<file path="src/rtl/food_spawner.sv">
// Food cell picker: hashes candidates from seed+index, skips off-grid cells, probes occupancy, returns first free cell.
// Latency: accept at T, first-try hit gives food_valid at T+4; +3 per on-grid retry, +1 per off-grid retry.
// Backpressure: spawn_ready only in IDLE, requests while busy are dropped. Build option LINEAR_FALLBACK_EN adds a raster scan after the hashed tries.
module food_spawner #(
    parameter int GRID_W    = 16,
    parameter int GRID_H    = 12,
    parameter int MAX_TRIES = 32
) (
    input  logic       clk,
    input  logic       rst_n,
    input  logic [7:0] seed,
    input  logic       spawn_req,
    output logic       spawn_ready,
    output logic       occ_rd,
    output logic [3:0] occ_x,
    output logic [3:0] occ_y,
    input  logic       occ_hit,
    output logic       food_valid,
    output logic [3:0] food_x,
    output logic [3:0] food_y,
    output logic       spawn_fail
);

    typedef enum logic [2:0] {
        S_IDLE,
        S_GEN,
        S_QUERY,
        S_CHECK,
        S_DONE,
        S_FAIL
    } state_t;

    state_t      state_q;
    logic [7:0]  seed_q;
    logic [31:0] idx_q;
    logic [7:0]  tries_q;
    logic        occ_rd_q;
    logic [3:0]  occ_x_q;
    logic [3:0]  occ_y_q;
    logic        food_valid_q;
    logic [3:0]  food_x_q;
    logic [3:0]  food_y_q;
    logic        spawn_fail_q;
`ifdef LINEAR_FALLBACK_EN
    logic        scan_q;
    logic [8:0]  cells_q;
    logic [3:0]  scan_x_d;
    logic [3:0]  scan_y_d;
`endif

    // Only the low 16 index bits feed the fold; the rest only keep the counter 32-bit wide.
    logic       idx_unused;
    logic [3:0] fold_d;
    logic [7:0] hd_d;
    logic [7:0] ha_d;
    logic [7:0] hb_d;
    logic [7:0] h_d;
    logic       on_grid_d;
    logic [7:0] tries_inc_d;

    assign idx_unused  = ^idx_q[31:16];
    assign fold_d      = idx_q[3:0] ^ idx_q[7:4] ^ idx_q[11:8] ^ idx_q[15:12];
    assign hd_d        = seed_q ^ {4'b0000, fold_d};
    assign ha_d        = hd_d ^ (hd_d << 3);
    assign hb_d        = ha_d ^ (ha_d >> 5);
    assign h_d         = hb_d ^ (hb_d << 2);
    assign on_grid_d   = (5'(h_d[3:0]) < 5'(GRID_W)) && (5'(h_d[7:4]) < 5'(GRID_H));
    assign tries_inc_d = tries_q + 8'd1;

`ifdef LINEAR_FALLBACK_EN
    always_comb begin
        scan_x_d = occ_x_q + 4'd1;
        scan_y_d = occ_y_q;
        if (occ_x_q == 4'(GRID_W - 1)) begin
            scan_x_d = 4'd0;
            scan_y_d = (occ_y_q == 4'(GRID_H - 1)) ? 4'd0 : occ_y_q + 4'd1;
        end
    end
`endif

    always_ff @(posedge clk or negedge rst_n) begin
        if (!rst_n) begin
            state_q      <= S_IDLE;
            seed_q       <= 8'd0;
            idx_q        <= 32'd0;
            tries_q      <= 8'd0;
            occ_rd_q     <= 1'b0;
            occ_x_q      <= 4'd0;
            occ_y_q      <= 4'd0;
            food_valid_q <= 1'b0;
            food_x_q     <= 4'd0;
            food_y_q     <= 4'd0;
            spawn_fail_q <= 1'b0;
`ifdef LINEAR_FALLBACK_EN
            scan_q       <= 1'b0;
            cells_q      <= 9'd0;
`endif
        end else begin
            occ_rd_q     <= 1'b0;
            food_valid_q <= 1'b0;
            spawn_fail_q <= 1'b0;
            case (state_q)
                S_IDLE: begin
                    if (spawn_req) begin
                        seed_q  <= seed;
                        tries_q <= 8'd0;
                        state_q <= S_GEN;
`ifdef LINEAR_FALLBACK_EN
                        scan_q  <= 1'b0;
`endif
                    end
                end
                S_GEN: begin
                    idx_q   <= idx_q + 32'd1;
                    tries_q <= tries_inc_d;
                    if (on_grid_d) begin
                        occ_rd_q <= 1'b1;
                        occ_x_q  <= h_d[3:0];
                        occ_y_q  <= h_d[7:4];
                        state_q  <= S_QUERY;
                    end else if (tries_inc_d == 8'(MAX_TRIES)) begin
`ifdef LINEAR_FALLBACK_EN
                        // Off-grid last candidate: scan starts from the origin.
                        scan_q   <= 1'b1;
                        cells_q  <= 9'd0;
                        occ_rd_q <= 1'b1;
                        occ_x_q  <= 4'd0;
                        occ_y_q  <= 4'd0;
                        state_q  <= S_QUERY;
`else
                        spawn_fail_q <= 1'b1;
                        state_q      <= S_FAIL;
`endif
                    end
                end
                S_QUERY: state_q <= S_CHECK;
                S_CHECK: begin
                    if (!occ_hit) begin
                        food_x_q     <= occ_x_q;
                        food_y_q     <= occ_y_q;
                        food_valid_q <= 1'b1;
                        state_q      <= S_DONE;
`ifdef LINEAR_FALLBACK_EN
                    end else if (scan_q) begin
                        if (cells_q == 9'(GRID_W * GRID_H - 1)) begin
                            spawn_fail_q <= 1'b1;
                            state_q      <= S_FAIL;
                        end else begin
                            cells_q  <= cells_q + 9'd1;
                            occ_rd_q <= 1'b1;
                            occ_x_q  <= scan_x_d;
                            occ_y_q  <= scan_y_d;
                            state_q  <= S_QUERY;
                        end
`endif
                    end else if (tries_q == 8'(MAX_TRIES)) begin
`ifdef LINEAR_FALLBACK_EN
                        // Scan begins by re-probing the last on-grid candidate.
                        scan_q   <= 1'b1;
                        cells_q  <= 9'd0;
                        occ_rd_q <= 1'b1;
                        state_q  <= S_QUERY;
`else
                        spawn_fail_q <= 1'b1;
                        state_q      <= S_FAIL;
`endif
                    end else begin
                        state_q <= S_GEN;
                    end
                end
                S_DONE:  state_q <= S_IDLE;
                S_FAIL:  state_q <= S_IDLE;
                default: state_q <= S_IDLE;
            endcase
        end
    end

    assign spawn_ready = (state_q == S_IDLE);
    assign occ_rd      = occ_rd_q;
    assign occ_x       = occ_x_q;
    assign occ_y       = occ_y_q;
    assign food_valid  = food_valid_q;
    assign food_x      = food_x_q;
    assign food_y      = food_y_q;
    assign spawn_fail  = spawn_fail_q;

endmodule

</file>
<file path="config.mk">
export PLATFORM = sky130hd
export DESIGN_NAME = food_spawner
export DESIGN_NICKNAME = d
export VERILOG_FILES = /design/src/rtl/food_spawner.sv
export SDC_FILE = /design/constraint.sdc
export NUM_CORES = 1
export LEC_CHECK = 0
export CELL_PAD_IN_SITES_DETAIL_PLACEMENT = 1
export CELL_PAD_IN_SITES_GLOBAL_PLACEMENT = 2
export CORE_ASPECT_RATIO = 1.2
export CORE_UTILIZATION = 37
export DETAILED_ROUTE_END_ITERATION = 16
export MAX_ROUTING_LAYER = met4
export PLACE_DENSITY = 0.78
export SYNTH_ARGS = -nofsm -noshare
export SYNTH_HDL_FRONTEND = slang
export SYNTH_SLANG_ARGS = --single-unit
export TNS_END_PERCENT = 20
</file>
<file path="constraint.sdc">
create_clock -name clk -period 2.9 [get_ports clk]
set_clock_uncertainty 0.05 [all_clocks]
set_input_delay 0.58 -clock clk [delete_from_list [all_inputs] [get_ports clk]]
set_output_delay 0.58 -clock clk [all_outputs]
set_load 0.01 [all_outputs]
</file>
==> results of run 1 <==
## per-layer routing
metal  vias up  GRT usage (%)  wire length [µm]  share of wire [%]
met3         9          2.739               144                2.2
met1      1033          22.11              3004                 46
met5         -              -                 0                  0
met4         0          3.979                61               0.93
li1        990              -                 -                  -
met2        26          30.52              3351                 51
## state kept, by name, summed over array words and instances (netlist names)
| name | count |
|---|---|
| food_valid | 1 |
| food_x | 4 |
| food_y | 4 |
| idx_q | 16 |
| occ_rd | 1 |
| occ_x | 4 |
| occ_y | 4 |
| seed_q | 8 |
| spawn_fail | 1 |
| state_q | 3 |
| tries_q | 8 |
## how the worst max path moves through the flow
| stage | start | endpoint | slack [ps] | depth (start not counted) |
|---|---|---|---|---|
| after floorplan | idx_q[9]$_DFFE_PN0P_ | state_q[0]$_DFFE_PN0P_ | 730 | 6 |
| after global placement | idx_q[9]$_DFFE_PN0P_ | state_q[0]$_DFFE_PN0P_ | 520 | 6 |
| after detailed placement | idx_q[13]$_DFFE_PN0P_ | state_q[0]$_DFFE_PN0P_ | 440 | 6 |
| after CTS | idx_q[9]$_DFFE_PN0P_ | state_q[0]$_DFFE_PN0P_ | 430 | 6 |
| after global routing | idx_q[9]$_DFFE_PN0P_ | state_q[0]$_DFFE_PN0P_ | 230 | 6 |
| final | idx_q[9]$_DFFE_PN0P_ | state_q[0]$_DFFE_PN0P_ | 440 | 6 |
## kinds of logic after synthesis
group,Yosys count,synth area share [%]
simple gates,74,12.74
flops,54,46.47
compound gates,51,11.36
xor+xnor,47,19.41
buf+inv,17,2.194
mux,16,6.110
fa+ha+maj,4,1.721
## power by group through the flow
| stage | sequential (µW) | combinational (µW) | clock, µW |
|---|---|---|---|
| finish | 1370 | 2920 | 409 |
| global route | 1420 | 3230 | 458 |
| CTS | 1370 | 2980 | 431 |
| global placement | 1370 | 2890 | 0 |
| floorplan | 1300 | 2180 | 0 |
| detailed placement | 1390 | 2970 | 0 |
## final cells by class
cell class              instances  area (µm²)  share of cell area, %
repair buffers                 37       350.3                  10.27
clock buffers                   6       72.57                  2.127
inverters                       6       22.52                 0.6601
flip-flops and latches         54        1351                  39.60
multi-input cells             192        1493                  43.75
well taps                      92       115.1                  3.374
clock inverters                 1       7.507                 0.2200
## cells in the final DEF (no fill, tap or decap), types with 3 or more instances in the layout
master            n
a21oi_1           8
a31oi_1           3
and3_1            4
buf_4             6
clkbuf_8          5
clkdlybuf4s50_1  30
dfrtp_1          54
ha_1              4
inv_1             6
mux2_2           14
nand2_1          24
nand3_1           9
nand4_1           4
nor2_1           13
nor3_1            5
o21ai_0          10
o22ai_1          13
o31ai_1           8
or3_1             5
xnor2_1          31
xnor3_1           4
xor2_1            5
## metrics by stage
stage,utilization [%],total power [µW]
2_1_floorplan,-,3476
3_3_place_gp,43.48,4257
3_5_place_dp,43.48,4356
4_1_cts,44.52,4783
5_1_grt,44.52,5105
6_report,44.52,4694
==> impl_metrics.toml, run 1 <==
[run_status]
outcome = "finished, final reports clean"

[power_and_ir_drop]
p_per_area_nw_per_um2 = 1376
p_int_uw = 2642
p_leak_uw = 0.001428
swShare_pct = 43.71
switching_power_uw = 2052
power_frac_comb_pct = 62.2
p_seq_share_pct = 29.1
ir_drop_mv = 0.6982
clkPwrFrac_pct = 8.7

[routing]
routedWlPerCell_um = 16.91
vias = 2058
wl_mm = 6.562
dr.pass1.iters = 4
drt_iter0_markers = 112
ant_nets = 0
vias_per_cell = 5.304
drc = 0

[worst_setup_path]
critPathMostFrequentCell = "mux2i_1"
path_max_fanout = 9
critPathMaxStageDelay_ps = 560
path_buf_inv = 0
path_delay_family = "XOR/XNOR gates"
startpoint_type = "flip-flop"
critPathKind = "reg2reg"
crit_required_ps = 3070
ff2ff_setup_slack_ps = 440
end_kind = "flip-flop"
path_cells = "xnor2_1 -> xnor3_2 -> xor2_4 -> mux2i_1 -> mux2i_1 -> a211oi_1"
crit_slowest_cell = "xnor3_2"
r2r_start = "idx_q[9]$_DFFE_PN0P_"
critical_path_arrival_ps = 2630
r2r_end = "state_q[0]$_DFFE_PN0P_"
reg2regPathDepth = 6

[global_route]
grt-ovfl-total = 0
antenna_found_initial = 0
grt_pass1_wl_mm = 11.29
grt_max_degree = 25
grt_usage_pct = 17.73
grt_pass1_vias = 2176

[cts]
post_cts_buffers = 0
clock_path_buffers = 2
tritoncts = "yes"
hold_buffers = 0
cts-root-buf = "clkbuf_8"
post_cts_resized = 0
numCtsBuffers = 5
clk_latency_ps = 300
cts_num_sinks = 54
clk_pin_slew_ps = 100
htree_levels = 2

[die]
coreArea_um2 = 7664
initial_utilization_pct = 37.94
pin_count = 32
fp.dieH_um = 99.11
die_area_um2 = 8219
num_rows = 35
die-width_um = 82.93

[logic_synthesis]
synth_fp_nets = 279
syn_area_um2 = 2908
synth_edf_count = 0
yosys_warnings = 0
async_flop_share_pct = 100.0
syn_avg_cell_area_um2 = 11.06
ys_top_cells_by_count = "dfrtp_1, xnor2_1, nand2_1, mux2_2"
yosysTopAreaCellShare_pct = 46.47
synth_seq_cells = 54
synth.top_cells.by_area = "dfrtp_1, xnor2_1, mux2_2, nand2_1, xnor3_1"
syn-instance-count = 263
synth.largest_area_cell = "dfrtp_1"
synth_ff_type = "dfrtp_1"
yosysMostFrequentCell = "dfrtp_1"
seq_area_frac_synth_pct = 46.47
ys_types = 43

[timing]
relSlewSlack_pct = 63.38
setup_ws_ps = 440.2
slew_viol_final = 0
tightest_slew_ps = 549.3
fmaxAchievable_ghz = 0.4065
fin_crit_sh_pct = 84.82
rsz0062_at_grt = "false"
holdWs_ps = 123.2
setup_viol = 0
hold_viol = 0
setup_tns_ps = 0
fin_crit_ps = 2460

[final_layout]
diodes = 0
fill_cells = 833
finalNetCount = 312
stdcell_area_um2 = 3412
drive_above_1_share_pct = 12.84
final_cell_count_no_fill = 388
syn_to_final_growth_pct = 17.34

[placed_design]
place_ws_ps = 436.2
dpl_cell_area_um2 = 3332
dp_hpwl_mm = 4.908
portBuffers = 31
gp_congestion = 0.8136
placedCellCount = 381

[job]
cap_viol_max_count = 0

[worst_hold_path]
hold_path_class = "in2async"
Power figures use the tool's default switching activity.
==> run 2, diff against run 1 <==
- CORE_UTILIZATION: 37 -> 33
- PLACE_DENSITY: 0.78 -> 0.74
- clock period: 2.9 -> 2 ns (I/O delays scaled with it)
==> run 2 against run 1 <==
Against the previous run: the flow now finishes with violations (setup timing); die area rose by 12%; wire length rose by 3.4%; utilization barely moved; critical path depth did not move; global-route usage fell by 0.91 points; first-iteration DRC count fell by 46%; worst setup slack got worse by 540 ps; critical endpoint is now occ_y[1]$_DFFE_PN0P_; largest cell class unchanged; highest routed layer unchanged.
==> impl_metrics.toml, run 2 (synthesized netlist as in run 1, its figures left out) <==
[worst_setup_path]
critical_path_arrival_ps = 2250
end_kind = "flip-flop"
path_cells = "xnor2_2 -> xnor3_2 -> xnor3_1 -> xor2_1 -> o22ai_1 -> a21o_2"
critPathMaxStageDelay_ps = 420
reg2regPathDepth = 6
r2r_start = "idx_q[10]$_DFFE_PN0P_"
path_buf_inv = 0
crit_slowest_cell = "dfrtp_1"
crit_end = "occ_y[1]$_DFFE_PN0P_"
crit_required_ps = 2150
cp_num_cells = 6
path_max_fanout = 3
r2r_end = "occ_y[1]$_DFFE_PN0P_"
startpoint_type = "flip-flop"
ff2ff_setup_slack_ps = -100
critPathKind = "reg2reg"
path_delay_family = "XOR/XNOR gates"
critPathLaunch = "idx_q[10]$_DFFE_PN0P_"

[cts]
cts_num_sinks = 54
cts-root-buf = "clkbuf_8"
clk_pin_slew_ps = 90
numCtsBuffers = 5
clock_path_buffers = 2
clk_latency_ps = 300
htree_levels = 2
tritoncts = "yes"

[final_layout]
final_common_cell = "dfrtp_1"
largest_register_ffs = 16
layout_common_cells = "dfrtp_1, buf_4, clkdlybuf4s50_1"
final-seq-area_um2 = 1351
drive_above_1_share_pct = 25.07
finalNetCount = 351
max_flop_register = "idx_q"
syn_to_final_growth_pct = 31.20
diodes = 0
fill_cells = 953
multi_input_area_um2 = 1545
reg.largest.list = "idx_q (16), seed_q (8), tries_q (8)"

[power_and_ir_drop]
p_total_uw = 8105
p_int_uw = 4818
clkPwrFrac_pct = 7.2
ir_drop_mv = 0.6466
p_per_area_nw_per_um2 = 2125
power_frac_comb_pct = 69.7
p_seq_share_pct = 23.1
p_leak_uw = 0.001646
swShare_pct = 40.55
switching_power_uw = 3287

[die]
pin_count = 32
coreArea_um2 = 8564
die_area_um2 = 9193
fp.dieH_um = 104.8
die-width_um = 87.69
initial_utilization_pct = 33.95
num_rows = 37

[routing]
routedWlPerCell_um = 15.02
wl_mm = 6.787
dr.pass1.iters = 4
vias_per_cell = 4.894
drc = 0
ant_nets = 0
vias = 2212
drt_iter0_markers = 60

[global_route]
busiest_layer = "met2"
grt.met2_usage_pct = 28.13
grt-ovfl-total = 0
grt_pass1_wl_mm = 11.61
grt_usage_pct = 16.82
antenna_found_initial = 0
grtUsageMet1_pct = 21.01
grt_max_degree = 23
grt_pass1_vias = 2378
grtUsageMet3_pct = 2.607

[timing]
relSlewSlack_pct = 70.57
setup_tns_ps = -697.7
setup_viol = 12
rsz0062_at_grt = "true"
fmaxAchievable_ghz = 0.4753
setup_ws_ps = -103.9
hold_viol = 0
tightest_slew_ps = 438.3
fin_crit_sh_pct = 105.2
slew_viol_final = 0
fin_crit_ps = 2104
holdWs_ps = 456.2

[run_status]
outcome = "finished, violations left"
violations = "setup timing"

[placed_design]
dp_hpwl_mm = 5.094
place_ws_ps = -227.1
gp_congestion = 0.7548
portBuffers = 31

[worst_hold_path]
hold_path_class = "reg2reg"

[job]
cap_viol_max_count = 0
-- run 2: cell types whose count changed in the layout (fill, tap and decap cells not counted), moves of 2 or more --
cell,previous run,this run
buf_12,0,2
buf_4,6,41
xnor2_1,31,28
xnor2_2,2,5
xnor3_1,4,2
xnor3_2,2,4
-- run 2: worst register-to-register path, delay by kind of cell, from the launching register on --
| family | cells | cell delay, ps |
|---|---|---|
| XOR/XNOR | 4 | 1230 |
| flip-flops | 1 | 420 |
| AO/OA/AOI/OAI | 2 | 300 |
-- run 2: final cells by class --
class / instances / area share, %
timing repair buffer: 76 / 17.65
multi-input combinational: 192 / 40.51
sequential: 54 / 35.42
inverter: 6 / 0.5904
clock buffer: 7 / 2.001
tap: 117 / 3.837
-- run 2: what timing repair did --
| item | 4_1_cts | 5_1_grt |
|---|---|---|
| hold buffers | 1 | 0 |
| hold endpoints to repair | 12 | 0 |
| endpoints found under the setup margin | 14 | 14 |
| pin swaps | 4 | 6 |
| setup buffers | 2 | 4 |
| gates resized for setup | 7 | 4 |
-- run 2: how the worst min path moves through the flow --
| stage | start | endpoint | slack (ps) | cells past startpoint |
|---|---|---|---|---|
| detailed placement | rst_n | food_valid$_DFF_PN0_ | 290 | 1 |
| CTS | idx_q[15]$_DFFE_PN0P_ | idx_q[15]$_DFFE_PN0P_ | 460 | 1 |
| global placement | rst_n | food_valid$_DFF_PN0_ | 290 | 1 |
| floorplan | rst_n | food_valid$_DFF_PN0_ | 50 | 0 |
| global route | food_y[0]$_DFFE_PN0P_ | food_y[0]$_DFFE_PN0P_ | 480 | 1 |
| finish | idx_q[15]$_DFFE_PN0P_ | idx_q[15]$_DFFE_PN0P_ | 460 | 1 |
-- run 2: metal layers --
metal / share of wire [%] / vias to the layer above
met3: 1.5 / 4
met4: 0.90 / 0
met2: 52 / 22
li1: - / 1067
met1: 46 / 1119
met5: 0 / -
-- run 2: metrics by stage --
stage	cells	area, µm²	utilization (%)
after floorplan	263	2912	-
after global placement	438	3632	42.41
after detailed placement	438	3632	42.41
after CTS	448	3766	43.97
after global routing	452	3815	44.54
final	452	3815	44.54
-- run 2: power groups by stage --
stage / Combinational [µW] / Clock, µW / Sequential (µW)
CTS: 5280 / 616 / 1870
floorplan: 3220 / 0 / 1890
finish: 5650 / 583 / 1870
global route: 6170 / 643 / 1930
detailed placement: 5090 / 0 / 1890
global placement: 5000 / 0 / 1860
==> run 3, diff against run 2 <==
- RECOVER_POWER: not set -> 50
- SLEW_MARGIN: not set -> 15
==> run 3 against run 2 <==
Against the previous run: the flow still finishes with violations (setup timing); utilization shrank 0.44 points; first-iteration DRC count shrank 8.3%; register-to-register slack is essentially flat; sequential share of layout area grew 0.35 points; sequential power is essentially flat; power shrank 0.42%; fmax is essentially flat; wire length shrank 0.18%; global-route usage is the same; worst setup slack is essentially flat; worst hold slack is essentially flat.
==> impl_metrics.toml, run 3 (synthesized netlist as in run 1, its figures left out) <==
[run_status]
outcome = "finished, violations left"
violations = "setup timing"

[global_route]
grt_usage_pct = 16.82
grt_pass1_vias = 2378
antenna_found_initial = 0
grt_pass1_wl_mm = 11.61
grt-ovfl-total = 0
grt_max_degree = 23

[final_layout]
max_flop_register = "idx_q"
final-seq-area_um2 = 1351
reg.largest.list = "idx_q (16), seed_q (8), tries_q (8)"
syn_to_final_growth_pct = 29.91
multi_input_area_um2 = 1545
final_cell_count_no_fill = 452
fill_cells = 956
diodes = 0
drive_above_1_share_pct = 24.48
largest_register_ffs = 16
layout_common_cells = "dfrtp_1, buf_4, clkdlybuf4s50_1"
stdcell_area_um2 = 3777
finalNetCount = 351
final_common_cell = "dfrtp_1"

[die]
fp.dieH_um = 104.8
coreArea_um2 = 8564
initial_utilization_pct = 33.95
num_rows = 37
die-width_um = 87.69
die_area_um2 = 9193
pin_count = 32

[cts]
clk_latency_ps = 300
cts-root-buf = "clkbuf_8"
cts_num_sinks = 54
htree_levels = 2
clock_path_buffers = 2
clk_pin_slew_ps = 90
numCtsBuffers = 5
tritoncts = "yes"

[placed_design]
placedCellCount = 438
gp_congestion = 0.7548
portBuffers = 31
dp_hpwl_mm = 5.094
place_ws_ps = -227.1
dpl_cell_area_um2 = 3632

[timing]
setup_ws_ps = -103.8
fin_crit_ps = 2104
tightest_slew_ps = 821.5
relSlewSlack_pct = 45.23
setup_viol = 12
fmaxAchievable_ghz = 0.4753
slew_viol_final = 0
rsz0062_at_grt = "true"
setup_tns_ps = -706.5
fin_crit_sh_pct = 105.2
hold_viol = 0
holdWs_ps = 456.0

[worst_setup_path]
startpoint_type = "flip-flop"
end_kind = "flip-flop"
ff2ff_setup_slack_ps = -100
crit_required_ps = 2150
critical_path_arrival_ps = 2250
reg2regPathDepth = 6
critPathMaxStageDelay_ps = 420
path_cells = "xnor2_2 -> xnor3_2 -> xnor3_1 -> xor2_1 -> o22ai_1 -> a21o_2"
critPathKind = "reg2reg"
crit_slowest_cell = "dfrtp_1"
r2r_start = "idx_q[10]$_DFFE_PN0P_"
path_max_fanout = 3
r2r_end = "occ_y[1]$_DFFE_PN0P_"

[routing]
drt_iter0_markers = 55
dr.pass1.iters = 4
ant_nets = 0
vias_per_cell = 4.896
vias = 2213
drc = 0
routedWlPerCell_um = 14.99
wl_mm = 6.775

[worst_hold_path]
hold_path_class = "reg2reg"
min-delay-start = "idx_q[15]$_DFFE_PN0P_"
whs_path_depth = 1
hold_end = "idx_q[15]$_DFFE_PN0P_"

[power_and_ir_drop]
p_per_area_nw_per_um2 = 2137
p_leak_uw = 0.001628
power_frac_comb_pct = 69.6
p_int_uw = 4790
p_seq_share_pct = 23.2
swShare_pct = 40.65
switching_power_uw = 3281
clkPwrFrac_pct = 7.2
ir_drop_mv = 0.6466

[job]
cap_viol_max_count = 0
## run 3: power by group through the flow
stage                     clock, µW  combinational, µW  sequential (µW)
after floorplan                   0               3220             1890
after global placement            0               5000             1860
after detailed placement          0               5090             1890
after CTS                       616               5280             1870
after global routing            643               6140             1930
final                           582               5620             1870
## run 3: repair_timing
item	4_1_cts	5_1_grt
buffers inserted	2	4
endpoints found under the setup margin	14	14
resized for setup	7	4
pin swaps	4	6
hold buffers	1	0
gates cloned	0	0
endpoints found under the hold margin	12	0
## run 3: metrics by stage
step	total power [µW]	util (%)
floorplan	5108	-
global placement	6864	42.41
detailed placement	6971	42.41
CTS	7759	43.97
global route	8715	44.11
finish	8071	44.11
## run 3: layout make-up
class / instances / area share [%]
clock buffer: 7 / 2.021
inverter: 6 / 0.5962
multi-input combinational: 192 / 40.91
sequential: 54 / 35.77
tap: 117 / 3.875
timing repair buffer: 76 / 16.83
## run 3: routing by layer
metal | vias up | routed length (µm) | part of all wire, % | global-route usage [%]
met5 | - | 0 | 0 | -
met4 | 0 | 61 | 0.90 | 4.450
met3 | 4 | 101 | 1.5 | 2.607
met2 | 22 | 3537 | 52 | 28.13
met1 | 1120 | 3076 | 45 | 21.01
li1 | 1067 | - | - | -
## run 3: worst max path at each step
stage	start	to	depth (start not counted)
finish	idx_q[10]$_DFFE_PN0P_	occ_y[1]$_DFFE_PN0P_	6
global route	idx_q[5]$_DFFE_PN0P_	state_q[0]$_DFFE_PN0P_	6
CTS	idx_q[13]$_DFFE_PN0P_	state_q[0]$_DFFE_PN0P_	6
detailed placement	idx_q[1]$_DFFE_PN0P_	state_q[0]$_DFFE_PN0P_	6
global placement	seed_q[6]$_DFFE_PN0P_	state_q[0]$_DFFE_PN0P_	6
floorplan	idx_q[11]$_DFFE_PN0P_	state_q[0]$_DFFE_PN0P_	6
## run 3: worst max-delay path, delay by kind of cell (launching register included)
family / cells / cell delay, ps
AO/OA/AOI/OAI: 2 / 300
flip-flops: 1 / 420
XOR/XNOR: 4 / 1230
